$ cat src/rtl/score_to_ascii.sv
// Binary game counter to two ASCII digits via a 7-step shift-add-3 conversion.
// Values above 99 saturate; busy covers the conversion and done pulses once per result.
module score_to_ascii #(
    parameter int IN_W       = 8,
    parameter bit LEAD_BLANK = 1'b1
) (
    input  logic            clk,
    input  logic            rst,
    input  logic            start,
    input  logic [IN_W-1:0] value,
    output logic            busy,
    output logic            done,
    output logic [15:0]     text_out
);

    typedef enum logic [1:0] {IDLE, CONV, FORMAT} state_t;

    localparam logic [15:0] TEXT_RST = LEAD_BLANK ? 16'h2030 : 16'h3030;

    state_t      state_q, state_d;
    logic [6:0]  shreg_q, shreg_d;
    logic [7:0]  bcd_q, bcd_d;
    logic [2:0]  cnt_q, cnt_d;
    logic [15:0] text_q, text_d;
    logic        done_q, done_d;

    logic [6:0]  sat_val;
    logic [3:0]  tens_adj, units_adj;

    always_comb begin
        state_d = state_q;
        shreg_d = shreg_q;
        bcd_d   = bcd_q;
        cnt_d   = cnt_q;
        text_d  = text_q;
        done_d  = 1'b0;

        sat_val   = (value > IN_W'(99)) ? 7'd99 : value[6:0];
        tens_adj  = (bcd_q[7:4] >= 4'd5) ? bcd_q[7:4] + 4'd3 : bcd_q[7:4];
        units_adj = (bcd_q[3:0] >= 4'd5) ? bcd_q[3:0] + 4'd3 : bcd_q[3:0];

        case (state_q)
            IDLE: begin
                if (start) begin
                    shreg_d = sat_val;
                    bcd_d   = 8'd0;
                    cnt_d   = 3'd0;
                    state_d = CONV;
                end
            end
            CONV: begin
                // tens never exceeds 9, so its adjusted MSB is always zero
                bcd_d   = {tens_adj[2:0], units_adj, shreg_q[6]};
                shreg_d = {shreg_q[5:0], 1'b0};
                cnt_d   = cnt_q + 3'd1;
                if (cnt_q == 3'd6) state_d = FORMAT;
            end
            FORMAT: begin
                text_d[7:0]  = {4'h3, bcd_q[3:0]};
                text_d[15:8] = (bcd_q[7:4] == 4'd0 && LEAD_BLANK) ? 8'h20 : {4'h3, bcd_q[7:4]};
                done_d       = 1'b1;
                state_d      = IDLE;
            end
            default: state_d = IDLE;
        endcase
    end

    always_ff @(posedge clk or posedge rst) begin
        if (rst) begin
            state_q <= IDLE;
            shreg_q <= 7'd0;
            bcd_q   <= 8'd0;
            cnt_q   <= 3'd0;
            text_q  <= TEXT_RST;
            done_q  <= 1'b0;
        end else begin
            state_q <= state_d;
            shreg_q <= shreg_d;
            bcd_q   <= bcd_d;
            cnt_q   <= cnt_d;
            text_q  <= text_d;
            done_q  <= done_d;
        end
    end

    assign busy     = (state_q != IDLE);
    assign done     = done_q;
    assign text_out = text_q;

endmodule

$ cat config.mk
export PLATFORM = sky130hd
export DESIGN_NAME = score_to_ascii
export DESIGN_NICKNAME = d
export VERILOG_FILES = /design/src/rtl/score_to_ascii.sv
export SDC_FILE = /design/constraint.sdc
export NUM_CORES = 1
export LEC_CHECK = 0
export CAP_MARGIN = 25
export CORE_ASPECT_RATIO = 0.8
export CORE_MARGIN = 4
export CORE_UTILIZATION = 51
export DETAILED_ROUTE_END_ITERATION = 8
export HOLD_SLACK_MARGIN = 0.05
export PLACE_DENSITY = 0.81
export SLEW_MARGIN = 15
export SYNTH_ARGS = -nofsm -noshare
export SYNTH_HDL_FRONTEND = slang
export SYNTH_SLANG_ARGS = --single-unit
$ cat constraint.sdc
create_clock -name clk -period 1.9 [get_ports clk]
set_clock_uncertainty 0.1 [all_clocks]
set_input_delay 0.38 -clock clk [delete_from_list [all_inputs] [get_ports clk]]
set_output_delay 0.38 -clock clk [all_outputs]
set_load 0.01 [all_outputs]
**After elaboration in Yosys (flattened, before gate mapping)**

Cells that the tools add are included.

- Input port bits: 11
- Flip-flop bits (word level): 33

- Reductions and logical operators: 6
- Equality and inequality tests: 5
- Add/subtract/negate cells: 3
- Muxes and demuxes: 14
- Magnitude comparators: 3

Operators by type and width:

| kind | number |
|---|---|
| one-hot mux 8 bit (2 select lines) | 1 |
| two-way mux 7 bit | 2 |
| one-hot mux 7 bit (2 select lines) | 1 |
| >= comparator 4 x 3 -> 1 bit (second input constant) | 2 |
| greater-than comparator 8 x 7 -> 1 bit (second input constant) | 1 |
| two-way mux 8 bit | 1 |
| two-way mux 3 bit | 2 |
| one-hot mux 3 bit (2 select lines) | 1 |
| two-way mux 5 bit | 1 |
| adder 4 x 2 -> 4 bit (second input constant) | 1 |
| zero test 4 bit | 1 |
| two-way mux 2 bit | 2 |
| two-way mux 4 bit | 1 |
| inequality test 2 bit (second input constant) | 2 |
| one-hot mux 2 bit (2 select lines) | 1 |
| AND reduction 2 bit | 2 |
| nonzero test 2 bit | 2 |
| adder 3 x 1 -> 3 bit (second input constant) | 1 |
| adder 3 x 2 -> 3 bit (second input constant) | 1 |
| equality test 3 bit (second input constant) | 1 |
| equality test 2 x 1 -> 1 bit (second input constant) | 1 |
| equality test 2 bit (second input constant) | 1 |
| zero test 2 bit | 1 |
| two-way mux 1 bit | 1 |

**Logic depth before layout (Yosys ltp)**

Gate-level depths: netlist of the first run.

- Depth after elaboration: 4
- Mapped depth: 6
- Mapped depth without buffers: 5

**Worst setup path before layout of the first run**

No wires, ideal clock.

- Path type: reg2reg
- Start: register bcd_q[0]
- End: register bcd_q[4]
- Period minus slack after synthesis: 1.408 ns
- Arrival time: 1.207 ns
- Cell stages (with the launch flop): 6
- Required time: 1.699 ns
- Setup slack: 0.492 ns
- Cell sequence: dfrtp_1 > inv_1 > ha_1 > nor2b_1 > o21a_1 > o32ai_1

- Cells in the longest elaborated chain, start to end: 3

Ends and longest elaborated chain:

| item | RTL line | source |
|---|---|---|
| start: declaration | 22 | `logic [7:0] bcd_q, bcd_d;` |
| start signal: assignment | 72 | `bcd_q <= 8'd0;` |
| start signal: assignment | 79 | `bcd_q <= bcd_d;` |
| adder 4 x 2 -> 4 bit or >= comparator 4 x 3 -> 1 bit (tied branches) | 40 | `units_adj = (bcd_q[3:0] >= 4'd5) ? bcd_q[3:0] + 4'd3 : bcd_q[3:0];` |
| two-way mux 4 bit (*) | 40 |  |
| one-hot mux 8 bit (2 select lines) (*) | 42 | `case (state_q)` |

Every way passes the cells marked *; elsewhere a longest branch is shown, timed or not.
A chain may end at the register's enable or synchronous reset.

**Worst setup path in the final report of the first run**

- Start: register state_q[1]
- End: output port busy

- Cells in the longest elaborated chain, start to end: 1

Ends and longest elaborated chain:

| item | RTL line | source |
|---|---|---|
| start: declaration | 20 | `state_t state_q, state_d;` |
| start signal: assignment | 77 | `state_q <= state_d;` |
| nonzero test 2 bit | 86 | `assign busy = (state_q != IDLE);` |
| end: declaration | 11 | `output logic busy,` |

No other way between the ends.

==> qor.yml, run 1 <==
status: "finished, final reports clean"
viasPerCell: 5.51
avgSynthCellArea_um2: 10.2
grt_max_degree: 31
synth_edf_count: 0
dpl_cell_area_mm2: 0.00172
post-place-ws_ns: 0.159
cts_tree: "built"
worstPathCellList: "or2_2 > dlygate4sd2_1"
path_clk_slew_ns: 0.06
grt-ovfl-total: 0
insertion_delay_ns: 0.28
end_kind: "output pin"
fp.dieH_um: 56.7
r2r-end: "text_out[8]"
die_area_mm2: 0.00391
place.gp.congestion: 0.785
cts.htree.levels: 2
worstPathArrival_ns: 1.24
grt.total_usage: 0.178
combinationalPowerShare: 0.442
antenna_found_initial: 0
setup_viol: 0
slowest_delay_ns: 0.38
fin_hold_ws_ns: 0.368
start_util: 0.539
drv_cap: 0
swShare: 0.372
ys_seq_area_frac: 0.496
dieWidth_um: 68.9
clkPwrFrac: 0.179
cp_top_family: "flip-flops"
start_kind: "register"
max-clock-path-buffers: 2
port-buffer-count: 21
fin_crit_sh: 0.907
fin_crit_ns: 1.72
synthFlopType: "dfrtp_1"
vias: 1168
core-area_mm2: 0.00281
drtAntennaViolNets: 0
grt_pass1_wl_um: 5020
cp_slowest_cell: "dfrtp_1"
fillCellCount: 227
rrSetupSlack_ns: 0.35
worstHoldPathType: "input port to asynchronous set/reset pin"
synth-seq-cells: 30
synthArstFlopShare: 1.00
crit_required_ns: 1.42
tightest_slew_ns: 0.657
cts_setup_buffers: 0
finalSetupTns_ns: 0
r2r_cells: 3
syn_inst: 149
crit_buf_inv: 1
wirelength_um: 2930
p_per_area_mw_per_mm2: 1570
critical_path_class: "register to output pin"
power_frac_seq: 0.379
netSwitchingPower_mw: 1.06
internal_power_mw: 1.78
final_area_mm2: 0.00181
synth-warning-count: 0
syn_area_mm2: 0.00151
vdd.ir_drop.worst_uv: 742
clockRootBuffer: "clkbuf_8"
fin_nets: 190
area_growth_syn_to_layout_pct: 19.9
drc_errors: 0
cts_made_buffers: 5
wl_per_cell_um: 13.8
multiInputGateArea_um2: 628
first_pass_iters: 4
clock_sinks: 30
grt_setup_unrepaired: "no"
regToRegStartpoint: "state_q[0]"
p_leak_nw: 0.826
yosysUniqueCellTypes: 39
max_freq_mhz: 580
layout.area.seq_um2: 751
drive_above_1_share: 0.0920
setup_slack_ns: 0.176
relSlewSlack: 0.562
slew_violations: 0
num_rows: 17
worstPathMaxFanout: 2
num_io_pins: 29
dp_hpwl_um: 2210
diodes: 0
grt_pass1_vias: 1130
hold_viol: 0
first_iter_violations: 58
==> worst max path at each step <==
stage,startpoint,endpoint,slack [ns],cells past startpoint
CTS,state_q[1],busy,0.17,2
global route,state_q[1],busy,0.14,2
global placement,start,bcd_q[7],0.21,4
finish,state_q[1],busy,0.18,2
detailed placement,start,bcd_q[3],0.16,4
floorplan,bcd_q[0],bcd_q[4],0.49,5
==> through the flow <==
step,total power [mW],cells,util
after CTS,2.86,212,0.646
after global placement,2.27,204,0.614
final,2.84,212,0.646
after detailed placement,2.35,204,0.614
after floorplan,1.95,154,-
after global routing,3.07,212,0.646
==> per-layer routing <==
metal / wire (µm) / global-route usage / part of all wire / up-vias
li1: - / - / - / 565
met1: 1260 / 0.210 / 0.43 / 569
met2: 1440 / 0.277 / 0.49 / 26
met3: 165 / 0.0780 / 0.056 / 8
met4: 66 / 0.0778 / 0.023 / 0
met5: 0 / 0 / 0 / -
==> Yosys cell counts (2+ instances only) <==
cell        n  area share
nor2b_1     2      0.0083
o21ai_1    11       0.036
o21bai_1    2      0.0099
a22oi_1     3       0.015
a32o_1      2       0.013
a21oi_1     2      0.0066
nand3_1     3      0.0099
o221ai_1    2       0.012
nand3b_1    2      0.0099
nand2b_1    4       0.017
o21a_1      2      0.0099
dfrtp_1    30        0.50
and3_1      2      0.0083
nand2_1    20       0.050
o31ai_1     5       0.025
inv_1      12       0.030
buf_4      11       0.055
ha_1        6       0.050
o2111ai_1   5       0.029
buf_2       2      0.0066
conb_1      2      0.0050
o211ai_1    2      0.0099
==> state kept, by name, summed over array words and instances, names as in the netlist <==
signal	flops
done	1
bcd_q	8
state_q	2
text_out	9
cnt_q	3
shreg_q	7
==> cell usage in the layout, fill, tap and decap left out, drive strengths merged, types with 3 or more instances in the layout <==
cell            n
a22oi           3
buf             5
clkbuf          7
clkdlybuf4s50  20
conb            7
dfrtp          30
ha              6
inv            13
nand2          20
nand2b          4
nand3           3
o2111ai         5
o21ai          12
o31ai           5
==> worst register-to-register path, stage by stage, from the launching register on <==
cell      delay, ns
dfrtp_1        0.38
buf_4          0.18
nand2b_1       0.44
o31ai_1        0.36
==> cell families (layout without fill, tap and decap cells) <==
kind of cell / count (synthesis) / after routing / synth area share
XOR/XNOR: 1 / 1 / 0.00579
AO/OA/AOI/OAI: 43 / 43 / 0.205
other: 2 / 7 / 0.00496
buffers and inverters: 27 / 47 / 0.101
adder cells (fa/ha/maj): 6 / 6 / 0.0496
AND/OR/NAND/NOR: 40 / 40 / 0.137
flip-flops: 30 / 30 / 0.496
==> timing repair <==
action	CTS	global route
resized for setup	1	0
hold buffers	0	0
hold endpoints to repair	0	0
setup endpoints to repair	1	0
==> cell type report <==
cell class / instances / area share
clock inverters: 1 / 0.00276
multi-input cells: 97 / 0.346
well taps: 38 / 0.0262
inverters: 13 / 0.0269
repair buffers: 26 / 0.136
clock buffers: 7 / 0.0476
flip-flops and latches: 30 / 0.414
==> power by group through the flow <==
stage	logic [mW]	registers, mW	clock network (mW)
6_report	1.25	1.08	0.508
5_1_grt	1.41	1.11	0.549
4_1_cts	1.27	1.07	0.526
3_5_place_dp	1.27	1.08	0
3_3_place_gp	1.20	1.06	0
2_1_floorplan	0.872	1.08	0
No activity file was read; power rests on OpenSTA's default activity.
==> run 2, diff against run 1 <==
- PLACE_DENSITY: 0.81 -> 0.79
- SKIP_LAST_GASP: default -> 1
==> run 2 against run 1 <==
Net effect: critical endpoint unchanged; largest cell class unchanged; largest power group unchanged; sequential share of layout area up 0.35 points; critical path type unchanged; core utilization shrank 0.53 points; clock power increased by 3.9%; critical path depth unchanged.
==> qor.yml, run 2 (synthesized netlist as in run 1, its figures left out) <==
relSlewSlack: 0.457  # -0.106
insertion_delay_ns: 0.29  # about the same
grt_pass1_vias: 1089  # -3.6%
grt_setup_unrepaired: "no"
setup_slack_ns: 0.185  # +0.00908 ns
status: "finished, final reports clean"
p_per_area_mw_per_mm2: 1570  # +0.43%
start_kind: "register"
die_area_mm2: 0.00391  # unchanged
area_growth_syn_to_layout_pct: 18.9
max-clock-path-buffers: 2  # unchanged
fin_nets: 188  # -1.1%
core-area_mm2: 0.00281  # unchanged
layout_commonest_cell: "dfrtp_1"
worstHoldPathType: "input port to asynchronous set/reset pin"
antenna_found_initial: 0  # unchanged
diodes: 0  # unchanged
drv_cap: 0  # unchanged
grt.total_usage: 0.173  # -0.00568
cts.htree.levels: 2  # unchanged
grt-ovfl-total: 0  # unchanged
vias: 1120  # -4.1%
fin_hold_ws_ns: 0.363  # -0.00462 ns
worstPathMaxFanout: 2  # unchanged
first_pass_iters: 4  # unchanged
hold_viol: 0  # unchanged
first_iter_violations: 68  # +17%
start_util: 0.539  # unchanged
wirelength_um: 2910  # -0.48%
drive_above_1_share: 0.0814  # -0.0106
post-place-ws_ns: 0.00301  # -0.156 ns
regToRegStartpoint: "state_q[0]"
tightest_slew_ns: 0.814  # +0.157 ns
dp_hpwl_um: 2100  # -5.0%
critical_path_class: "register to output pin"
num_rows: 17  # unchanged
fin_crit_ns: 1.72  # -0.00908 ns
worstPathArrival_ns: 1.24  # about the same
crit_required_ns: 1.42  # about the same
cts_setup_buffers: 0  # unchanged
fp.dieH_um: 56.7  # unchanged
mostFrequentLayoutCells: "dfrtp_1, nand2_1, clkdlybuf4s50_1, inv_1, o21ai_1"
p_leak_nw: 0.817  # -1.2%
cts_made_buffers: 5  # unchanged
fin_crit_sh: 0.903  # -0.00478
finalSetupTns_ns: 0  # unchanged
fin_util: 0.640  # -0.00535
setup_viol: 0  # unchanged
end_kind: "output pin"
port-buffer-count: 21  # unchanged
vdd.ir_drop.worst_uv: 681  # -8.2%
grt_pass1_wl_um: 4880  # -2.8%
path_clk_slew_ns: 0.06  # about the same
drc_errors: 0  # unchanged
max_freq_mhz: 583  # +0.53%
num_io_pins: 29  # unchanged
grt_max_degree: 31  # unchanged
slew_violations: 0  # unchanged
fillCellCount: 237  # +4.4%
drtAntennaViolNets: 0  # unchanged
viasPerCell: 5.33  # -3.2%
startpoint: "state_q[1]"
clockRootBuffer: "clkbuf_8"
dieWidth_um: 68.9  # unchanged
cts_tree: "built"
power.total_mw: 2.83  # -0.41%
largest_reg_flops: 9  # unchanged
clock_sinks: 30  # unchanged
wl_per_cell_um: 13.9  # +0.47%
place.gp.congestion: 0.764  # -2.7%
run 2: power by group:
group          internal, mW  switching (mW)
Combinational         0.575           0.657
Clock                 0.291           0.237
Sequential            0.902           0.166
run 2: cell type report:
type	count	area (µm²)	area share
Timing Repair Buffer	24	231	0.129
Sequential cell	30	751	0.418
Clock buffer	7	86.3	0.0480
Tap cell	38	47.5	0.0264
Multi-Input combinational cell	97	628	0.349
Inverter	13	48.8	0.0271
Clock inverter	1	5.00	0.00278
run 2: routing by layer:
metal,vias up,GRT usage,wire [µm]
met5,-,0,0
met4,0,0.0778,64
met3,9,0.0840,146
met1,526,0.206,1330
met2,28,0.258,1370
li1,557,-,-
run 2: stage by stage:
stage	cells	cell area (µm²)
2_1_floorplan	154	1530
3_3_place_gp	202	1710
3_5_place_dp	202	1710
4_1_cts	210	1800
5_1_grt	210	1800
6_report	210	1800
run 2: critical path: stages, from the launching register on:
cell           delay, ns
dfrtp_1             0.38
or2_2               0.29
dlygate4sd2_1       0.28
run 2: worst paths after layout:
check | to | slack [ns] | cells past startpoint
max | busy | 0.18 | 2
min | bcd_q[5] | 0.36 | 3
max reg2reg | bcd_q[2] | 0.28 | 4
min reg2reg | text_out[9] | 0.38 | 2
max in group asynchronous | shreg_q[4] | 1.07 | 3
min in group clk | text_out[9] | 0.38 | 2
run 2: timing repair:
item | CTS | global route
resized for setup | 1 | 0
setup endpoints to repair | 1 | 0
endpoints found under the hold margin | 0 | 0
hold buffers | 0 | 0
